[src/rtl/ex_lsu.sv]
// ex_lsu: execute-stage load/store unit for RV32I loads and stores.
// Issues one req/gnt/rvalid data-bus access and holds the pipeline until it retires.
module ex_lsu #(
    parameter int TIMEOUT = 255
) (
    input  logic        clk,
    input  logic        rst,
    input  logic [31:0] inst_i,
    input  logic [31:0] op1_i,
    input  logic [31:0] op2_i,
    input  logic [31:0] reg2_rdata_i,
    input  logic        flush_i,
    output logic        mem_req_o,
    output logic        mem_we_o,
    output logic [31:0] mem_addr_o,
    output logic [3:0]  mem_be_o,
    output logic [31:0] mem_wdata_o,
    input  logic        mem_gnt_i,
    input  logic        mem_rvalid_i,
    input  logic [31:0] mem_rdata_i,
    output logic        hold_req_o,
    output logic        reg_we_o,
    output logic [4:0]  reg_waddr_o,
    output logic [31:0] reg_wdata_o,
    output logic        misalign_o,
    output logic        bus_err_o
);
    localparam int CW = $clog2(TIMEOUT + 1);
    localparam logic [6:0] OP_LOAD  = 7'b0000011;
    localparam logic [6:0] OP_STORE = 7'b0100011;

    typedef enum logic [1:0] {S_IDLE, S_REQ, S_WAIT, S_DONE} state_t;

    state_t state_q, state_d;

    logic [6:0]  opcode;
    logic [2:0]  funct3;
    logic [31:0] ea;
    logic        is_load, is_store, mis, detect, timeout;
    logic [3:0]  be_d;
    logic [31:0] wdata_d;
    logic [15:0] lane;
    logic [31:0] ext;

    logic [31:0] addr_q, wdata_q, rdata_q;
    logic [3:0]  be_q;
    logic [4:0]  rd_q;
    logic [2:0]  f3_q;
    logic [1:0]  off_q;
    logic        load_q, mis_q, err_q, flush_q;
    logic [CW-1:0] cnt_q;

    logic unused_inst;
    assign unused_inst = ^inst_i[31:15];

    always_comb begin
        opcode   = inst_i[6:0];
        funct3   = inst_i[14:12];
        ea       = op1_i + op2_i;
        is_load  = (opcode == OP_LOAD) &&
                   (funct3 inside {3'b000, 3'b001, 3'b010, 3'b100, 3'b101});
        is_store = (opcode == OP_STORE) &&
                   (funct3 inside {3'b000, 3'b001, 3'b010});
        mis      = (funct3[1:0] == 2'b01 && ea[0]) ||
                   (funct3[1:0] == 2'b10 && ea[1:0] != 2'b00);
        be_d     = 4'b1111;
        wdata_d  = reg2_rdata_i;
        case (funct3[1:0])
            2'b00: begin
                be_d    = 4'b0001 << ea[1:0];
                wdata_d = {4{reg2_rdata_i[7:0]}};
            end
            2'b01: begin
                be_d    = ea[1] ? 4'b1100 : 4'b0011;
                wdata_d = {2{reg2_rdata_i[15:0]}};
            end
            default: ;
        endcase
        // Gate with rst so nothing asserts while reset is held
        detect  = rst && (state_q == S_IDLE) && (is_load || is_store) && !flush_i;
        timeout = (cnt_q == CW'(TIMEOUT - 1));
    end

    always_comb begin
        lane = 16'(mem_rdata_i >> {off_q, 3'b000});
        case (f3_q)
            3'b000:  ext = {{24{lane[7]}}, lane[7:0]};
            3'b001:  ext = {{16{lane[15]}}, lane[15:0]};
            3'b100:  ext = {24'b0, lane[7:0]};
            3'b101:  ext = {16'b0, lane[15:0]};
            default: ext = mem_rdata_i;
        endcase
    end

    always_ff @(posedge clk or negedge rst) begin
        if (!rst) state_q <= S_IDLE;
        else      state_q <= state_d;
    end

    always_comb begin
        state_d = state_q;
        case (state_q)
            S_IDLE: if (detect) state_d = mis ? S_DONE : S_REQ;
            S_REQ: begin
                if (flush_i)        state_d = S_IDLE;
                else if (mem_gnt_i) state_d = load_q ? S_WAIT : S_DONE;
                else if (timeout)   state_d = S_DONE;
            end
            S_WAIT: if (mem_rvalid_i || timeout) state_d = S_DONE;
            default: state_d = S_IDLE;
        endcase
    end

    always_ff @(posedge clk or negedge rst) begin
        if (!rst) begin
            addr_q  <= '0;
            be_q    <= '0;
            wdata_q <= '0;
            rdata_q <= '0;
            rd_q    <= '0;
            f3_q    <= '0;
            off_q   <= '0;
            load_q  <= 1'b0;
            mis_q   <= 1'b0;
            err_q   <= 1'b0;
            flush_q <= 1'b0;
            cnt_q   <= '0;
        end else begin
            case (state_q)
                S_IDLE: if (detect) begin
                    addr_q  <= {ea[31:2], 2'b00};
                    be_q    <= be_d;
                    wdata_q <= wdata_d;
                    rd_q    <= inst_i[11:7];
                    f3_q    <= funct3;
                    off_q   <= ea[1:0];
                    load_q  <= is_load;
                    mis_q   <= mis;
                    err_q   <= 1'b0;
                    flush_q <= 1'b0;
                    cnt_q   <= '0;
                end
                S_REQ: begin
                    cnt_q <= cnt_q + CW'(1);
                    if (!flush_i && !mem_gnt_i && timeout) err_q <= 1'b1;
                end
                S_WAIT: begin
                    cnt_q <= cnt_q + CW'(1);
                    // A flushed load still drains its response, but never writes back
                    if (flush_i) flush_q <= 1'b1;
                    if (mem_rvalid_i) rdata_q <= ext;
                    else if (timeout) err_q <= 1'b1;
                end
                default: ;
            endcase
        end
    end

    always_comb begin
        mem_req_o  = (state_q == S_REQ);
        mem_we_o   = (state_q == S_REQ) && !load_q;
        hold_req_o = detect || (state_q == S_REQ) || (state_q == S_WAIT);
        reg_we_o   = (state_q == S_DONE) && load_q && (rd_q != 5'd0) &&
                     !flush_q && !err_q && !mis_q;
        misalign_o = (state_q == S_DONE) && mis_q;
        bus_err_o  = (state_q == S_DONE) && err_q;
    end

    assign mem_addr_o  = addr_q;
    assign mem_be_o    = be_q;
    assign mem_wdata_o = wdata_q;
    assign reg_waddr_o = rd_q;
    assign reg_wdata_o = rdata_q;
endmodule

[config.mk]
export PLATFORM = sky130hd
export DESIGN_NAME = ex_lsu
export DESIGN_NICKNAME = d
export VERILOG_FILES = /design/src/rtl/ex_lsu.sv
export SDC_FILE = /design/constraint.sdc
export NUM_CORES = 1
export LEC_CHECK = 0
export BUFFER_PORTS_ARGS = -buffer_cell sky130_fd_sc_hd__buf_4
export CAP_MARGIN = 0
export CORE_ASPECT_RATIO = 2
export CORE_UTILIZATION = 40
export DETAILED_ROUTE_END_ITERATION = 16
export PLACE_DENSITY = 0.76
export SETUP_SLACK_MARGIN = 0.02
export SLEW_MARGIN = 20
export SYNTH_ARGS = -nofsm -noshare
export SYNTH_HDL_FRONTEND = slang
export SYNTH_SLANG_ARGS = --single-unit
[constraint.sdc]
create_clock -name clk -period 4.1 [get_ports clk]
set_input_delay 0.41 -clock clk [delete_from_list [all_inputs] [get_ports clk]]
set_output_delay 0.41 -clock clk [all_outputs]
set_load 0.03 [all_outputs]
==> impl_metrics.csv, run 1 <==
group,metric,value,unit
status,outcome,"finished clean",
logic_synthesis,ys_warn_count,0,
routing,wl_met2,12800,um
cells_and_area,syn_to_final_growth,36.9,%
sta,period_share,72.4,%
cells_and_area,antenna_cells,0,
worst_setup_path,timing.setup.critical_path_class,"register to output port",
logic_synthesis,seq_area_frac_synth,41.8,%
clocking,clk_transition_reported_paths,0.05,ns
sta,maxSlewViolCount,0,
global_route,grtUsageTotal,25.0,%
logic_synthesis,synth_top_area_share,41.8,%
clocking,numClockSinks,122,
cells_and_area,final_common_cell,"buf_4",
clocking,numCtsBuffers,17,
logic_synthesis,synth_cell_type_count,57,
power_and_ir_drop,power.density,503,nW/um^2
sta,worstMarginPinSlew,1.09,ns
worst_setup_path,cp_max_fo,6,
placed_design,post-place-cells,1303,
routing,drc,0,
logic_synthesis,syn-cell-area,7300,um^2
logic_synthesis,synthTopCellsByArea,"dfrtp_1 42%, nand2_1 9.6%, o21ai_0 6.9%, ha_1 6.5%, a21oi_1 5.4%",
worst_setup_path,worstPathArrival,2.56,ns
worst_setup_path,end_kind,"output port",
global_route,grt_antenna_before_repair,0,
clocking,clock_path_buffers,2,
cells_and_area,final_cell_mix,"263 x buf_4, 187 x nand2_1, 122 x dfrtp_1",
logic_synthesis,synth_seq_cells,122,
clocking,htree_levels,4,
floorplan,io_pins,276,
logic_synthesis,synth_top_cell_by_area,"dfrtp_1",
placed_design,dp_hpwl,18200,um
floorplan,core,17800,um^2
global_route,grt_pass1_vias,7266,
power_and_ir_drop,vdd.ir_drop.worst,0.264,mV
floorplan,chipWidth,97.5,um
clocking,cts_resized,0,
sta,relSlewSlack,27.0,%
worst_setup_path,reg2reg_from,"state_q[0]",
logic_synthesis,synthArstFlopShare,100,%
routing,firstDrtPassIters,5,
routing,wire_per_inst,17.6,um
routing,first_iter_violations,255,
job,cap_violations,0,
clocking,hold_buffers,0,
logic_synthesis,ys.flop_type,"dfrtp_1",
routing,drt-met1-wl,8130,um
logic_synthesis,syn_inst,865,
sta,finalCriticalPeriod,2.97,ns
routing,vias,7282,
sta,max_freq,0.337,GHz
clocking,cts_root_buffer,"clkbuf_16",
cells_and_area,multi_input_area,4020,um^2
global_route,overflow,0,
worst_hold_path,min_from,"inst_i[11]",
logic_synthesis,postSynthAreaPerCell,8.43,um^2
sta,hold_viol,0,
floorplan,die_area,18800,um^2
routing,drt-total-wl,23400,um
sta,setup_viol,0,
cells_and_area,layout.nets,1313,
routing,met3_length,1360,um
sta,rsz0062_at_grt,"false",
cells_and_area,stdcell_count,1333,
cells_and_area,layout.area.seq,3050,um^2
worst_hold_path,worstHoldPathType,"primary input to register",
clocking,clock_latency,0.40,ns
global_route,grt_max_degree,63,
logic_synthesis,synth_edf_count,0,
worst_setup_path,timing.critical_path.from_type,"register",
cells_and_area,fin_area,9990,um^2
worst_setup_path,worstPathRequired,3.69,ns
placed_design,place_area,9380,um^2
cells_and_area,final_util,56.2,%
cells_and_area,drive_above_1_share,27.1,%
cells_and_area,fillCellCount,1650,
routing,ant_nets,0,
power_and_ir_drop,p_leak,4.88,nW
floorplan,fp-row-count,69,
sta,clock_skew,0.00617,ns
clocking,cts_tree,"built",
worst_setup_path,startpoint,"state_q[0]",
placed_design,portBuffers,256,
floorplan,start_util,41.0,%
sta,fin_setup_tns,0,ns
global_route,grt_pass1_wl,36700,um
routing,vias_per_cell,5.46,
power_and_ir_drop,power,5.03,mW
routing,top_layer,"met4",
placed_design,finalWeightedCongestion,0.907,
clocking,postCtsSetupBuffers,0,
floorplan,die_y,193,um
==> routing by layer <==
metal  global-route usage, %  up-vias
met1                    25.4     3402
met5                       0        -
met2                    47.1      312
li1                        -     3505
met4                    15.0        0
met3                    4.76       63
==> registers in the layout, indices dropped and copies added, names as in the netlist <==
name         flops
mem_addr_o      30
flush_q          1
f3_q             3
mem_be_o         4
load_q           1
cnt_q            8
reg_waddr_o      5
state_q          2
err_q            1
mem_wdata_o     32
reg_wdata_o     32
off_q            2
mis_q            1
==> synth_stat cells (5+ instances only) <==
| cell | instances |
|---|---|
| a21oi_1 | 79 |
| a221oi_1 | 8 |
| a31oi_1 | 12 |
| and2_1 | 5 |
| clkbuf_1 | 28 |
| dfrtp_1 | 122 |
| ha_1 | 38 |
| inv_1 | 19 |
| mux2i_1 | 35 |
| nand2_1 | 187 |
| nand2b_1 | 5 |
| nand3_1 | 6 |
| nand4_1 | 10 |
| nor2_1 | 82 |
| nor3_1 | 10 |
| o21ai_0 | 100 |
| o21bai_1 | 7 |
| o22ai_1 | 8 |
| xnor2_1 | 13 |
| xor2_1 | 23 |
==> worst paths after layout <==
| kind | depth (start not counted) | endpoint | slack (ns) |
|---|---|---|---|
| hold reg to reg | 2 | mem_wdata_o[6] | 0.47 |
| min in group asynchronous | 2 | mem_wdata_o[16] | 0.24 |
| setup / recovery | 7 | hold_req_o | 1.13 |
| max in group asynchronous | 3 | mem_addr_o[31] | 2.50 |
| hold / removal | 3 | reg_waddr_o[4] | 0.19 |
| setup reg to reg | 9 | mem_addr_o[31] | 1.21 |
==> worst max-delay path, stage by stage, from the launching register on <==
cell and delay, ns:
dfrtp_1 0.42, inv_1 0.11, ha_1 0.30, nand2_1 0.17, nor4_4 0.46, and3_1 0.34, or3_1 0.17, buf_4 0.17
==> final cells by class <==
cell class	instances	area share (%)
Clock inverter	7	1.42
Sequential cell	122	30.6
Clock buffer	23	4.68
Tap cell	213	2.67
Timing Repair Buffer	263	19.8
Inverter	19	0.714
Multi-Input combinational cell	686	40.2
==> kinds of logic (layout without fill, tap and decap cells) <==
| family | count (synthesis) | in the layout | share of synthesized area, % |
|---|---|---|---|
| flops | 122 | 122 | 41.8 |
| buf+inv | 58 | 312 | 3.26 |
| mux | 38 | 38 | 5.52 |
| fa+ha+maj | 39 | 39 | 6.79 |
| compound gates | 242 | 242 | 19.0 |
| xor+xnor | 36 | 36 | 4.32 |
| other cells | 1 | 2 | 0.0514 |
| simple gates | 329 | 329 | 19.2 |
==> metrics by stage <==
step / hold WS [ns] / setup slack, ns
6_report: 0.190 / 1.13
2_1_floorplan: 0.114 / 1.70
3_3_place_gp: 0.460 / 0.993
4_1_cts: 0.167 / 1.13
5_1_grt: 0.197 / 0.988
3_5_place_dp: 0.464 / 1.02
==> power breakdown <==
part           total, mW  switching (mW)  internal [mW]
logic               1.85            1.12          0.734
registers           1.61           0.164           1.45
clock network       1.57           0.527           1.04
(Power assumes the default switching activity.)
==> inputs of run 2 (changes only) <==
--- a/config.mk
+++ b/config.mk
@@ -5,12 +5,13 @@
 export SDC_FILE = /design/constraint.sdc
 export NUM_CORES = 1
 export LEC_CHECK = 0
+export ABC_AREA = 1
 export BUFFER_PORTS_ARGS = -buffer_cell sky130_fd_sc_hd__buf_4
 export CAP_MARGIN = 0
 export CORE_ASPECT_RATIO = 2
 export CORE_UTILIZATION = 40
 export DETAILED_ROUTE_END_ITERATION = 16
-export PLACE_DENSITY = 0.76
+export PLACE_DENSITY = 0.75
 export SETUP_SLACK_MARGIN = 0.02
 export SLEW_MARGIN = 20
 export SYNTH_ARGS = -nofsm -noshare
==> constraint.sdc (replaced) <==
create_clock -name clk -period 3.08 [get_ports clk]
set_input_delay 0.308 -clock clk [delete_from_list [all_inputs] [get_ports clk]]
set_output_delay 0.308 -clock clk [all_outputs]
set_load 0.03 [all_outputs]
==> run 2 against run 1 <==
Effect of this change:
- cell area increased by 13%
- core utilization decreased by 1.5 points
- critical path type unchanged
- clock power increased by 51%
- worst setup slack got worse by 0.46 ns
- hold slack got worse by 0.12 ns
- largest cell class unchanged
==> impl_metrics.csv, run 2 <==
group,metric,value,unit
status,outcome,"finished clean",
cells_and_area,layout.nets,1701,
power_and_ir_drop,combPwrFrac,37.0,%
placed_design,dp_hpwl,23900,um
sta,whs,0.0737,ns
worst_setup_path,cp_cell_sequence,"inv_1 -> ha_1 -> nand2_1 -> inv_1 -> nand3_4 -> nand3_1 -> buf_4",
routing,first_iter_violations,391,
power_and_ir_drop,p_sw_share,37.5,%
logic_synthesis,synth_top_family_by_area,"simple AND/OR/NAND/NOR gates",
sta,period_share,78.3,%
logic_synthesis,synth-compound-area-share,14.9,%
clocking,numCtsBuffers,17,
cells_and_area,antenna_cells,0,
logic_synthesis,synthArstFlopShare,100,%
placed_design,finalWeightedCongestion,1.03,
logic_synthesis,postSynthAreaPerCell,6.75,um^2
power_and_ir_drop,power.density,637,nW/um^2
floorplan,die_area,21600,um^2
global_route,grt_pass1_vias,9212,
power_and_ir_drop,power,7.16,mW
clocking,clk_transition_reported_paths,0.06,ns
worst_setup_path,reg2reg_from,"state_q[0]",
sta,maxSlewViolCount,0,
global_route,grt_pass1_wl,46900,um
global_route,busiest_layer,"met2",
cells_and_area,fillCellCount,2049,
power_and_ir_drop,vdd.ir_drop.worst,0.522,mV
worst_setup_path,timing.critical_path.from_type,"register",
floorplan,chipWidth,105,um
cells_and_area,final_common_cell,"nand2_1",
cells_and_area,final_cell_mix,"413 x nand2_1, 266 x buf_4, 213 x inv_1",
logic_synthesis,synthTopCellsByArea,"dfrtp_1 36%, nand2_1 18%, inv_1 9.5%, ha_1 5.7%, o21ai_0 4.5%",
logic_synthesis,synth_edf_count,0,
logic_synthesis,synthXorXnorAreaFrac,1.56,%
clocking,cts_resized,0,
logic_synthesis,post-synth-top-count-cell,"nand2_1",
clocking,cts_root_buffer,"clkbuf_16",
global_route,grt_use_met1,26.8,%
worst_setup_path,path_buf_inv,3,
worst_setup_path,slowest_stage,"dfrtp_1",
clocking,cts_tree,"built",
logic_synthesis,synth_cell_type_count,42,
floorplan,die_y,207,um
power_and_ir_drop,p_leak,6.42,nW
sta,rsz0062_at_grt,"false",
sta,finalCriticalPeriod,2.41,ns
sta,relSlewSlack,35.8,%
floorplan,start_util,40.9,%
clocking,clock_path_buffers,2,
logic_synthesis,synth_top_cell_by_area,"dfrtp_1",
worst_setup_path,timing.critical_path.mode_cell,"inv_1",
global_route,use_met2,55.5,%
global_route,grt_antenna_before_repair,0,
routing,drt-total-wl,30200,um
job,cap_violations,0,
worst_setup_path,startpoint,"state_q[0]",
logic_synthesis,ys_warn_count,0,
logic_synthesis,syn-cell-area,8410,um^2
sta,hold_viol,0,
cells_and_area,syn_to_final_growth,33.8,%
power_and_ir_drop,seqPwrFrac,29.9,%
routing,vias,9027,
logic_synthesis,synth_top_area_share,36.3,%
power_and_ir_drop,pwr-share-clk,33.1,%
worst_setup_path,cp_max_fo,22,
worst_setup_path,slowest_delay,0.43,ns
global_route,grt_max_degree,73,
worst_hold_path,min_from,"inst_i[10]",
global_route,gr-usage-met3,4.63,%
worst_setup_path,timing.setup.critical_path_class,"register to output port",
logic_synthesis,synth_seq_cells,122,
logic_synthesis,synthTopCellsByCount,"413 x nand2_1, 213 x inv_1, 122 x dfrtp_1",
routing,firstDrtPassIters,5,
worst_setup_path,end_kind,"output port",
clocking,numClockSinks,122,
floorplan,io_pins,276,
sta,worstMarginPinSlew,0.962,ns
power_and_ir_drop,power_switching,2.68,mW
sta,setup_viol,0,
logic_synthesis,ys.flop_type,"dfrtp_1",
sta,clock_skew,0.00848,ns
logic_synthesis,yosys.area_share.simple,28.8,%
logic_synthesis,syn_inst,1245,
sta,fin_setup_tns,0,ns
floorplan,core,20600,um^2
sta,max_freq,0.414,GHz
placed_design,portBuffers,256,
logic_synthesis,muxShareOfSynthArea,0,%
routing,drc,0,
cells_and_area,layout.area.seq,3050,um^2
cells_and_area,drive_above_1_share,21.0,%
worst_setup_path,worstPathArrival,2.11,ns
routing,vias_per_cell,5.08,
global_route,grtUsageTotal,28.4,%
clocking,clock_latency,0.43,ns
worst_setup_path,cpLargestDelayFamily,"simple AND/OR/NAND/NOR gates",
worst_hold_path,worstHoldPathType,"primary input to register",
routing,ant_nets,0,
clocking,htree_levels,4,
logic_synthesis,yosys.area_share.adder,5.89,%
routing,wire_per_inst,17.0,um
cells_and_area,multi_input_area,4320,um^2
global_route,overflow,0,
clocking,postCtsSetupBuffers,0,
power_and_ir_drop,p_int,4.48,mW
logic_synthesis,seq_area_frac_synth,36.3,%
floorplan,fp-row-count,74,
worst_setup_path,worstPathRequired,2.77,ns
## run 2: metal layers
metal / routed length, um / up-vias
met5: 0 / -
li1: - / 4450
met2: 16800 / 352
met1: 10100 / 4138
met3: 1580 / 87
met4: 1690 / 0
## run 2: tightest hold or removal path: stages
cell and delay, ns:
buf_4 0.07, nand2_1 0.04, nand2_1 0.05
## run 2: cell families after synthesis
logic type / count (synthesis)
other: 1
DFF: 122
and+or+nand+nor: 592
xor gates and xnor gates: 15
adders and majority gates: 39
buffers and inverters: 254
AOI/OAI and AO/OA: 222
## run 2: stage by stage
stage               util (%)  setup slack [ns]  instances  cell area (um^2)
floorplan                  -              1.18       1246              8410
global placement        51.4             0.819       1743             10600
detailed placement      51.4             0.803       1743             10600
CTS                     54.7             0.626       1776             11200
global route            54.7             0.522       1776             11200
finish                  54.7             0.667       1776             11200
## run 2: layout make-up
cell class / count / area share [%]
multi-input cells: 870 / 38.4
flip-flops and latches: 122 / 27.1
repair buffers: 269 / 18.2
inverters: 217 / 7.24
clock buffers: 20 / 3.88
well taps: 266 / 2.96
clock inverters: 12 / 2.18
## run 2: final timing paths
kind,end,cells past startpoint,slack [ns]
setup / recovery,hold_req_o,7,0.67
hold / removal,reg_waddr_o[3],3,0.07
setup reg to reg,mis_q,8,0.92
hold reg to reg,reg_wdata_o[4],2,0.48
max in group asynchronous,reg_wdata_o[3],3,1.65
min in group asynchronous,reg_wdata_o[5],2,0.25
## run 2: what timing repair did
action                                  in CTS  in global routing
endpoints found under the setup margin       0                  0
endpoints found under the hold margin        5                  0
hold buffers                                 1                  0
## run 2: power groups by stage
stage,Sequential [mW],Combinational (mW),Clock (mW)
after global routing,2.18,2.91,2.48
after detailed placement,2.16,2.65,0
after global placement,2.16,2.62,0
after CTS,2.14,2.67,2.41
final,2.15,2.65,2.37
after floorplan,2.65,1.12,0
==> inputs of run 3 (changes only) <==
--- a/config.mk
+++ b/config.mk
@@ -11,7 +11,7 @@
 export CORE_ASPECT_RATIO = 2
 export CORE_UTILIZATION = 40
 export DETAILED_ROUTE_END_ITERATION = 16
-export PLACE_DENSITY = 0.75
+export PLACE_DENSITY = 0.77
 export SETUP_SLACK_MARGIN = 0.02
 export SLEW_MARGIN = 20
 export SYNTH_ARGS = -nofsm -noshare
==> constraint.sdc (replaced) <==
create_clock -name clk -period 2.1 [get_ports clk]
set_input_delay 0.21 -clock clk [delete_from_list [all_inputs] [get_ports clk]]
set_output_delay 0.21 -clock clk [all_outputs]
set_load 0.03 [all_outputs]
==> run 3 against run 2 <==
Effect of this change:
- hold slack got worse by 0.049 ns
- critical path depth did not move
- global-route usage down 0.13 points
- die area unchanged
- largest power group unchanged
- power increased by 41%
- sequential share of layout area is 0.17 points lower
- worst setup slack worse by 0.48 ns
- clock power up 26%
- core utilization increased by 0.35 points
- flip-flop and latch count unchanged
- register-to-register slack got worse by 0.72 ns
- via count rose by 2.2%
==> impl_metrics.csv, run 3 (synthesized netlist as in run 2, its figures left out) <==
group,metric,value,unit
worst_setup_path,startpoint,"state_q[0]",
worst_setup_path,slowest_stage,"dfrtp_1",
power_and_ir_drop,power.density,890,nW/um^2
clocking,cts_root_buffer,"clkbuf_16",
sta,clock_skew,0.0107,ns
global_route,grt_max_degree,73,
routing,drt-total-wl,30200,um
job,cap_violations,0,
sta,fin_setup_tns,0,ns
routing,wire_per_inst,16.8,um
cells_and_area,layout.nets,1717,
floorplan,io_pins,276,
worst_hold_path,min_from,"reg2_rdata_i[2]",
clocking,numCtsBuffers,17,
placed_design,dp_hpwl,23700,um
power_and_ir_drop,vdd.ir_drop.worst,0.542,mV
cells_and_area,multi_input_area,4320,um^2
worst_setup_path,worstPathArrival,1.70,ns
floorplan,core,20600,um^2
sta,finalCriticalPeriod,1.91,ns
worst_setup_path,timing.setup.critical_path_class,"register to output port",
clocking,htree_levels,4,
clocking,clock_path_buffers,2,
worst_setup_path,cp_cell_sequence,"inv_1 -> ha_1 -> nand2_1 -> inv_1 -> nand3_4 -> nand3_1 -> buf_4",
placed_design,portBuffers,256,
worst_setup_path,worstPathRequired,1.89,ns
placed_design,place_area,10600,um^2
cells_and_area,syn_to_final_growth,34.6,%
worst_hold_path,worstHoldPathType,"primary input to register",
worst_setup_path,slowest_delay,0.44,ns
global_route,grt_pass1_wl,46900,um
clocking,clk_transition_reported_paths,0.06,ns
clocking,numClockSinks,122,
routing,firstDrtPassIters,4,
worst_setup_path,timing.critical_path.mode_cell,"inv_1",
cells_and_area,drive_above_1_share,21.7,%
sta,max_freq,0.524,GHz
placed_design,finalWeightedCongestion,1.03,
routing,ant_nets,0,
sta,period_share,90.9,%
floorplan,start_util,40.9,%
sta,rsz0062_at_grt,"false",
sta,relSlewSlack,35.3,%
status,outcome,"finished clean",
clocking,clock_latency,0.44,ns
routing,drc,0,
cells_and_area,final_cell_mix,"413 x nand2_1, 275 x buf_4, 213 x inv_1",
worst_setup_path,end_kind,"output port",
floorplan,die_y,207,um
cells_and_area,final_common_cell,"nand2_1",
cells_and_area,fillCellCount,2026,
clocking,cts_resized,0,
floorplan,fp-row-count,74,
routing,vias_per_cell,5.15,
worst_setup_path,cp_max_fo,5,
global_route,overflow,0,
sta,maxSlewViolCount,0,
clocking,cts_tree,"built",
sta,setup_viol,0,
worst_setup_path,reg2reg_from,"state_q[0]",
floorplan,die_area,21600,um^2
power_and_ir_drop,p_leak,6.47,nW
sta,worstMarginPinSlew,0.970,ns
cells_and_area,fin_area,11300,um^2
global_route,grt_pass1_vias,9251,
global_route,grtUsageTotal,28.3,%
global_route,grt_antenna_before_repair,0,
cells_and_area,layout.area.seq,3050,um^2
routing,vias,9230,
cells_and_area,antenna_cells,0,
sta,hold_viol,0,
worst_setup_path,timing.critical_path.from_type,"register",
floorplan,chipWidth,105,um
routing,first_iter_violations,403,
==> run 3: power breakdown <==
| group | switching, mW | internal, mW | leakage [nW] |
|---|---|---|---|
| logic | 2.49 | 1.44 | 4.60 |
| registers | 0.328 | 2.83 | 1.59 |
| clock network | 1.17 | 1.81 | 0.282 |
| total | 4.00 | 6.08 | 6.47 |
==> run 3: area by class of cell <==
type,count,share of cell area [%]
Clock buffer,19,4.00
Multi-Input combinational cell,870,38.2
Inverter,217,7.19
Timing Repair Buffer,285,19.5
Clock inverter,13,1.27
Sequential cell,122,27.0
Tap cell,266,2.94
==> run 3: worst paths after layout <==
path | to | slack [ns] | cells after the start
worst max-delay path | hold_req_o | 0.19 | 7
worst min-delay path | mem_wdata_o[2] | 0.02 | 3
worst max register to register | mem_addr_o[19] | 0.20 | 9
worst min register to register | mem_addr_o[26] | 0.48 | 2
max in group asynchronous | mem_addr_o[4] | 0.77 | 3
min in group asynchronous | mem_wdata_o[14] | 0.60 | 3
==> run 3: stage by stage <==
| stage | hold WS [ns] | util, % | instances | setup slack (ns) | power [mW] |
|---|---|---|---|---|---|
| 2_1_floorplan | -0.0856 | - | 1246 | 0.297 | 5.53 |
| 4_1_cts | 0.00278 | 55.1 | 1792 | 0.157 | 10.2 |
| 3_3_place_gp | 0.409 | 51.8 | 1752 | 0.0522 | 7.04 |
| 3_5_place_dp | 0.411 | 51.8 | 1752 | 0.0458 | 7.11 |
| 5_1_grt | 0.0175 | 55.1 | 1792 | 0.0444 | 10.6 |
| 6_report | 0.0243 | 55.1 | 1792 | 0.191 | 10.1 |
==> run 3: metal layers <==
metal | part of all wire, % | routed length, um | vias to the layer above | track usage, %
met2 | 54 | 16200 | 413 | 53.8
met3 | 5.6 | 1700 | 117 | 4.85
li1 | - | - | 4470 | -
met5 | 0 | 0 | - | 0
met4 | 7.5 | 2260 | 0 | 20.8
met1 | 33 | 10000 | 4230 | 26.4
==> run 3: repair_timing <==
action	CTS	global route
endpoints found under the hold margin	55	0
setup buffers	2	0
hold buffers	6	0
endpoints found under the setup margin	1	0
==> run 3: worst max-delay path, delay by kind of cell, from the launching register on <==
family,cells,cell delay (ns)
adder cells (fa/ha/maj),1,0.22
flip-flops,1,0.44
AND/OR/NAND/NOR,3,0.24
buffers and inverters,3,0.36
